`config.mk`:
```
export PLATFORM = sky130hd
export DESIGN_NAME = moving_average3_inverse
export DESIGN_NICKNAME = d
export VERILOG_FILES = /design/src/rtl/moving_average3_inverse_pkg.sv /design/src/rtl/moving_average3_inverse_sat_sub3.sv /design/src/rtl/moving_average3_inverse.sv
export SDC_FILE = /design/constraint.sdc
export NUM_CORES = 1
export LEC_CHECK = 0
export CAP_MARGIN = 15
export CORE_MARGIN = 2
export CORE_UTILIZATION = 60
export CTS_BUF_LIST = sky130_fd_sc_hd__clkbuf_2 sky130_fd_sc_hd__clkbuf_4 sky130_fd_sc_hd__clkbuf_8
export DETAILED_ROUTE_END_ITERATION = 6
export PLACE_DENSITY = 0.86
export SYNTH_ARGS = -nofsm -noshare
export SYNTH_HDL_FRONTEND = slang
export SYNTH_SLANG_ARGS = --single-unit
```
`constraint.sdc`:
```
create_clock -name system1000 -period 8.26 [get_ports system1000]
set_input_delay 0.826 -clock system1000 [delete_from_list [all_inputs] [get_ports system1000]]
set_output_delay 0.826 -clock system1000 [all_outputs]
set_load 0.01 [all_outputs]
```
`src/rtl/moving_average3_inverse_pkg.sv`:
```
// Shared types and constants for the 3-tap moving-sum decoder.
// The default link configuration is a 10-bit signed sum carrying 8-bit
// signed samples. The top and sub-module stay width-parameterised; these
// types describe that default configuration.
package moving_average3_inverse_types;

  localparam int SUM_W    = 10;
  localparam int SAMPLE_W = 8;

  typedef logic signed [SUM_W-1:0]    sum_t;
  typedef logic signed [SAMPLE_W-1:0] sample_t;

  // History window: [0] = x[n-1], [1] = x[n-2].
  typedef sample_t [1:0] hist_t;

  localparam sample_t SAMPLE_MAX = sample_t'(127);
  localparam sample_t SAMPLE_MIN = sample_t'(-128);

  // Output register occupancy.
  typedef enum logic {
    OUT_EMPTY = 1'b0,
    OUT_FULL  = 1'b1
  } out_state_e;

  // Plain bit-vector view of a sample, for buses that carry raw bits.
  function automatic logic [SAMPLE_W-1:0] sample_to_slv(input sample_t v);
    return v;
  endfunction

endpackage

```
`src/rtl/moving_average3_inverse_sat_sub3.sv`:
```
// Combinational y = sat(s - a - b).
// Ports:
//   s   : signed SW-bit minuend (moving sum)
//   a,b : signed XW-bit subtrahends (history samples)
//   y   : result saturated to the signed XW-bit range
//   ovf : 1 when saturation was applied
// The difference is formed in SW+1 bits. With SW >= XW+2 the largest
// magnitude |s| + 2*2^(XW-1) stays below 2^SW, so it never wraps.
module sat_sub3
  import moving_average3_inverse_types::*;
#(
  parameter int SW = SUM_W,
  parameter int XW = SAMPLE_W
) (
  input  logic [SW-1:0] s,
  input  logic [XW-1:0] a,
  input  logic [XW-1:0] b,
  output logic [XW-1:0] y,
  output logic          ovf
);

  localparam int MAXV = (1 << (XW-1)) - 1;
  localparam logic signed [SW:0] DMAX = (SW+1)'(MAXV);
  // The bitwise inverse of +max is the two's-complement minimum, -max-1.
  localparam logic signed [SW:0] DMIN = ~DMAX;

  logic signed [SW:0] se, ae, be, d;

  always_comb begin
    se = {s[SW-1], s};
    ae = {{(SW+1-XW){a[XW-1]}}, a};
    be = {{(SW+1-XW){b[XW-1]}}, b};
    d  = se - ae - be;
    y   = d[XW-1:0];
    ovf = 1'b0;
    if (d > DMAX) begin
      y   = DMAX[XW-1:0];
      ovf = 1'b1;
    end else if (d < DMIN) begin
      y   = DMIN[XW-1:0];
      ovf = 1'b1;
    end
  end

endmodule

```
`src/rtl/moving_average3_inverse.sv`:
```
// Decoder for a 3-tap moving-sum stream: s[n] = x[n] + x[n-1] + x[n-2].
// Reconstructs x[n] = sat(s[n] - x[n-1] - x[n-2]) into a single registered
// output stage with valid/ready on both sides.
// Ports:
//   system1000       : clock
//   system1000_rstn  : synchronous active-low reset
//   s_valid/s_ready/s_data : input sum stream (signed SW bits)
//   resync           : zero the history (stream restart)
//   x_valid/x_ready/x_data : reconstructed sample stream (signed XW bits)
//   err              : sticky, set when a result had to be saturated
//   err_clr          : clears err (a same-cycle set wins)
module moving_average3_inverse
  import moving_average3_inverse_types::*;
#(
  parameter int SW = SUM_W,
  parameter int XW = SAMPLE_W
) (
  input  logic          system1000,
  input  logic          system1000_rstn,
  input  logic          s_valid,
  output logic          s_ready,
  input  logic [SW-1:0] s_data,
  input  logic          resync,
  output logic          x_valid,
  input  logic          x_ready,
  output logic [XW-1:0] x_data,
  output logic          err,
  input  logic          err_clr
);

  out_state_e    state, state_nxt;
  logic [XW-1:0] x_q;
  logic [XW-1:0] h1_q, h2_q;     // x[n-1], x[n-2]
  logic [XW-1:0] h1_eff, h2_eff;
  logic [XW-1:0] y;
  logic          ovf;
  logic          err_q;
  logic          in_xfer, out_xfer;

  assign x_valid  = (state == OUT_FULL);
  // Ready depends only on the output register, never on s_data.
  assign s_ready  = !x_valid || x_ready;
  assign in_xfer  = s_valid && s_ready;
  assign out_xfer = x_valid && x_ready;
  assign x_data   = x_q;
  assign err      = err_q;

  // resync makes a same-cycle sum decode against a zero window.
  assign h1_eff = resync ? '0 : h1_q;
  assign h2_eff = resync ? '0 : h2_q;

  sat_sub3 #(.SW(SW), .XW(XW)) u_sub (
    .s   (s_data),
    .a   (h1_eff),
    .b   (h2_eff),
    .y   (y),
    .ovf (ovf)
  );

  // Output occupancy FSM.
  always_ff @(posedge system1000) begin
    if (!system1000_rstn) state <= OUT_EMPTY;
    else                  state <= state_nxt;
  end

  always_comb begin
    state_nxt = state;
    case (state)
      OUT_EMPTY: if (in_xfer) state_nxt = OUT_FULL;
      OUT_FULL:  if (out_xfer && !in_xfer) state_nxt = OUT_EMPTY;
      default:   state_nxt = OUT_EMPTY;
    endcase
  end

  // Data, history and sticky error.
  always_ff @(posedge system1000) begin
    if (!system1000_rstn) begin
      x_q   <= '0;
      h1_q  <= '0;
      h2_q  <= '0;
      err_q <= 1'b0;
    end else begin
      if (in_xfer) begin
        // The saturated value enters the window so decoding stays defined
        // after an illegal sum.
        x_q  <= y;
        h1_q <= y;
        h2_q <= h1_eff;
      end else if (resync) begin
        h1_q <= '0;
        h2_q <= '0;
      end
      if (in_xfer && ovf) err_q <= 1'b1;
      else if (err_clr)   err_q <= 1'b0;
    end
  end

endmodule
```
* Yosys cells after proc, flatten, opt, wreduce, memory -nomap -nowiden
Cells that the tools add are included.
** Operators by class
- Add/sub/neg operators :: 2
- $mul :: 0
- Div/mod/pow operators :: 0
- Order comparisons :: 2
- Equal/unequal tests :: 0
- Shifts and indexed selects :: 0
- Mux-type cells :: 13
- Bitwise logic cells :: 1
- Reduce and logical (&&, ||, !) cells :: 8
** Operators by type and width (number)
- 8-bit two-way mux :: 6
- 11-bit by 8-bit greater-than comparator with 1-bit output (second input constant) :: 1
- 11-bit by 8-bit < comparator with 1-bit output (second input constant) :: 1
- 10-bit by 8-bit subtractor with 11-bit output :: 1
- 11-bit by 8-bit subtractor with 11-bit output :: 1
- 1-bit two-way mux :: 6
- 1-bit logical AND :: 4
- 1-bit logical NOT :: 2
- 1-bit case mux with 2 select lines :: 1
- 2-bit nonzero test :: 1
- 1-bit logical OR :: 1
- 1-bit NOT :: 1
** Storage, ports and cells
- Register bits :: 26
- Bits in latches :: 0
- Bits in writable memories :: 0
- Bits in read-only memories :: 0
- Word-level logic and storage cells :: 31
- Memories :: 0

* Depth between registers and ports, before layout
- Word-level depth :: 8
- Mapped depth :: 13
- Gate-level depth less buffers :: 11

* Cells and area by module
From an unflattened synthesis, not the netlist that was laid out.
** Second synthesis, totals
- Cells, all modules :: 238
- Area total of the unflattened synthesis :: 2016.9 um^2
** Modules (own cells, without submodules)
- moving_average3_inverse :: times used 1, cells each 114, area each 1038.5 um^2
- sat_sub3 :: times used 1, cells each 124, area each 978.4 um^2

* Worst setup path before layout
OpenSTA, ideal clock, no wires.
- Path type :: input-to-reg
- Start :: in resync
- End :: reg h1_q[4]
- Arrival :: 3.628 ns
- Data required time :: 8.136 ns
- Setup slack :: 4.509 ns
- Stages on the path :: 12
- Path buffers :: 2
- Path through :: clkbuf_1 nand2b_1 fa_1 ha_1 nand2_1 o21ai_0 and3_1 nor2_1 or4_4 a21oi_4 buf_6 a21oi_1
** On the way
- Longest elaborated chain between the ends :: 7
** RTL lines
- start: declaration :: line moving_average3_inverse.sv:23 : input logic resync,
- 8-bit two-way mux
- 10-bit by 8-bit subtractor with 11-bit output :: line moving_average3_inverse_sat_sub3.sv:33 : d = se - ae - be;
- 11-bit by 8-bit subtractor with 11-bit output :: line moving_average3_inverse_sat_sub3.sv:33
- 11-bit by 8-bit < comparator with 1-bit output :: line moving_average3_inverse_sat_sub3.sv:39 : end else if (d < DMIN) begin
- 8-bit two-way mux :: line moving_average3_inverse_sat_sub3.sv:39
- 8-bit two-way mux :: line moving_average3_inverse_sat_sub3.sv:36 : if (d > DMAX) begin
- 8-bit two-way mux (*) :: line moving_average3_inverse.sv:83 : if (in_xfer) begin
- end signal: assignment :: line moving_average3_inverse.sv:87 : h1_q <= y;
- end: declaration :: line moving_average3_inverse.sv:33 : logic [XW-1:0] h1_q, h2_q;
Mark *: on every way between the ends. The rest lies on a longest branch, timed or not.
A chain may end at the register's enable or synchronous reset.

* Final worst setup path
- Start :: in resync
- End :: reg x_q[1], in the netlist x_data[1]
** On the way
- Longest elaborated chain between the ends :: 6
** RTL lines
- 8-bit two-way mux
- 10-bit by 8-bit subtractor with 11-bit output :: line moving_average3_inverse_sat_sub3.sv:33
- 11-bit by 8-bit subtractor with 11-bit output (*) :: line moving_average3_inverse_sat_sub3.sv:33
- 11-bit by 8-bit < comparator with 1-bit output :: line moving_average3_inverse_sat_sub3.sv:39
- 8-bit two-way mux :: line moving_average3_inverse_sat_sub3.sv:39
- 8-bit two-way mux (*) :: line moving_average3_inverse_sat_sub3.sv:36
- end signal: assignment :: line moving_average3_inverse.sv:86 : x_q <= y;
- end: declaration :: line moving_average3_inverse.sv:32 : logic [XW-1:0] x_q;
Marked as above.

==> out/metrics.yaml <==
detail_route.wl_per_cell_um: 14.8
synthAdderAreaFrac: 0.187
syn_inst: 213
initial_core_util: 0.623
synth_edf_count: 0
utilization: 0.727
placed_cell_area_sq_um: 2130
final-hold-violation-count: 0
skew_ns: 0.00790
fin_tns_setup_ns: 0
period_needed_ns: 4.77
drtIter0Drc: 103
cp.arrival_ns: 5.04
synth_cell_types: 45
cts_tree: "built"
finalSetupViolations: 0
setup_slack_ns: 3.49
clk_latency_ns: 0.33
worstHoldPathType: "reg -> reg"
min_from: "x_data[7]"
preCtsSetupSlack_ns: 3.23
drc: 0
antenna_cells: 0
seq_area_frac_synth: 0.278
io_buffers: 26
crit_required_ns: 8.53
synth_compound_area_frac: 0.259
die-height_um: 59.9
clockPowerShare: 0.211
worst_setup_path_end_kind: "register"
dp_cells: 263
post_cts_buffers: 0
status: "finished, final reports clean"
cts_root_buffer: "clkbuf_4"
worstSetupPathType: "in -> reg"
yosys_warnings: 0
synth_fp_nets: 251
hpwl_mm: 2.96
irDropWorstVdd_v: 0.000154
coreArea_sq_um: 3000
track_usage: 0.247
cts.sinks: 26
yosys.area_share.simple: 0.177
cts_buffers: 3
power_mw: 0.413
gp_congestion: 0.883
switchingPower_mw: 0.147
final_cell_mix: "26 x dfxtp_1, 26 x clkdlybuf4s50_1, 18 x o21ai_0"
period_share: 0.578
cp_top_family: "compound AO/OA/AOI/OAI gates"
max_freq_mhz: 209
p_seq_frac: 0.349
netSwitchingFraction: 0.357
die_area_sq_um: 3580
syn-mean-instance-area_sq_um: 8.79
antenna_found_initial: 0
grt_max_degree: 28
maxCapViolations: 0
synth_xor_xnor_area_share: 0.0281
synth.ff_latch_count: 26
grt_pass1_vias: 1413
drive_gt1_frac: 0.0769
synth_top_family_by_area: "compound AO/OA/AOI/OAI gates"
rsz0062_at_grt: "false"
slew_headroom: 0.335
cp-startpoint: "resync"
slowest_delay_ns: 0.82
vias: 1553
vias_per_cell: 5.82
grt_pass1_wl_mm: 6.67
rows: 20
power.internal_mw: 0.265
cts_hold_buf: 0
totalWireLength_mm: 3.95
async_reset_ff_frac: 0
power.leakage_nw: 0.861
postRouteAntennaNets: 0
reg2reg_from: "h1_q[2]"
gr-total-overflow: 0
nets: 273
io_pins: 27
synth_area_sq_um: 1870
area_delta_synth_final_pct: 16.6
htreeDepth: 1
slowest_stage: "clkdlybuf4s50_1"
cp_max_fo: 16
synth.area.mux_share: 0.0214
cts_resized: 0
drv_slew: 0
hold_ws_ns: 0.498
layoutNonFillerInstCount: 267
worst-path-buf-inv: 1
max_slew.worst_pin.slew_ns: 0.991
first_pass_iters: 4
synthFlopType: "dfxtp_1"
p_comb_frac: 0.440
cp_cell_sequence: "clkdlybuf4s50_1 -> nand2b_1 -> fa_1 -> ha_1 -> nand2_1 -> o21ai_0 -> a31o_2 -> a21oi_1 -> xnor2_1 -> o21ai_0 -> a21oi_1"
start_kind: "input pin"
dieWidth_um: 59.9
p_per_area_nw_per_um2: 189
clock_path_buffers: 2
clk_pin_slew_ns: 0.14
stdcell_area_sq_um: 2180
## state kept, by name (all words and copies together) (netlist names)
| register | flops |
|---|---|
| err | 1 |
| h1_q | 8 |
| h2_q | 8 |
| x_data | 8 |
| x_valid | 1 |
## power groups by stage
| stage | clock, mW | combinational [mW] | sequential (mW) |
|---|---|---|---|
| after global routing | 0.0919 | 0.201 | 0.146 |
| after detailed placement | 0 | 0.178 | 0.147 |
| after global placement | 0 | 0.175 | 0.147 |
| final | 0.0870 | 0.182 | 0.144 |
| after CTS | 0.0870 | 0.180 | 0.144 |
| after floorplan | 0 | 0.125 | 0.150 |
## layer usage
metal	vias to the layer above	part of all wire	track usage
li1	787	-	-
met4	0	0.0053	0.0762
met1	728	0.49	0.359
met5	-	0	0
met3	3	0.041	0.0195
met2	35	0.46	0.391
## path summary, 6_finish.rpt
check	slack [ns]	depth (start not counted)	end
setup reg to reg	4.60	11	x_data[1]
hold / removal	0.50	2	x_data[7]
hold reg to reg	0.50	2	x_data[7]
setup / recovery	3.49	11	x_data[1]
## area by class of cell
cell class              count  area, sq um
fillers                   226          820
multi-input cells         165         1260
repair buffers             26          260
inverters                  13         48.8
clock buffers               3         22.5
flip-flops and latches     26          520
clock inverters             1         30.0
well taps                  33         41.3
## synth_stat cells (2+ instances only)
cell type	instances	share of area
dfxtp_1	26	0.28
o21ai_0	18	0.048
a21oi_1	17	0.045
nor2_1	15	0.030
inv_1	13	0.026
nor2b_1	13	0.043
ha_1	12	0.080
nand2b_1	12	0.040
nand2_1	11	0.022
fa_1	10	0.11
clkbuf_1	7	0.014
a21oi_2	6	0.028
o21a_1	5	0.020
mux2i_1	4	0.021
a21o_1	3	0.012
nor3_1	3	0.0080
xnor2_1	3	0.014
xor2_1	3	0.014
a211o_1	2	0.0094
and3_1	2	0.0067
nand3_1	2	0.0053
o211ai_1	2	0.0080
o21bai_1	2	0.0080
## cells by family (layout without fill, tap and decap cells)
kind of cell,after synthesis,count (layout)
muxes,4,4
buffers and inverters,22,43
adders and majority gates,22,22
AOI/OAI and AO/OA,70,70
xor gates and xnor gates,6,6
DFF,26,26
and+or+nand+nor,63,63
## worst reg2reg max path: cells and delay by family, from the launching register on
family,cells,cell delay (ns)
AOI/OAI and AO/OA,6,1.37
buffers and inverters,1,0.05
and+or+nand+nor,1,0.16
DFF,1,0.32
xor gates and xnor gates,1,0.78
adders and majority gates,2,0.94
Power figures use the tool's default switching activity.
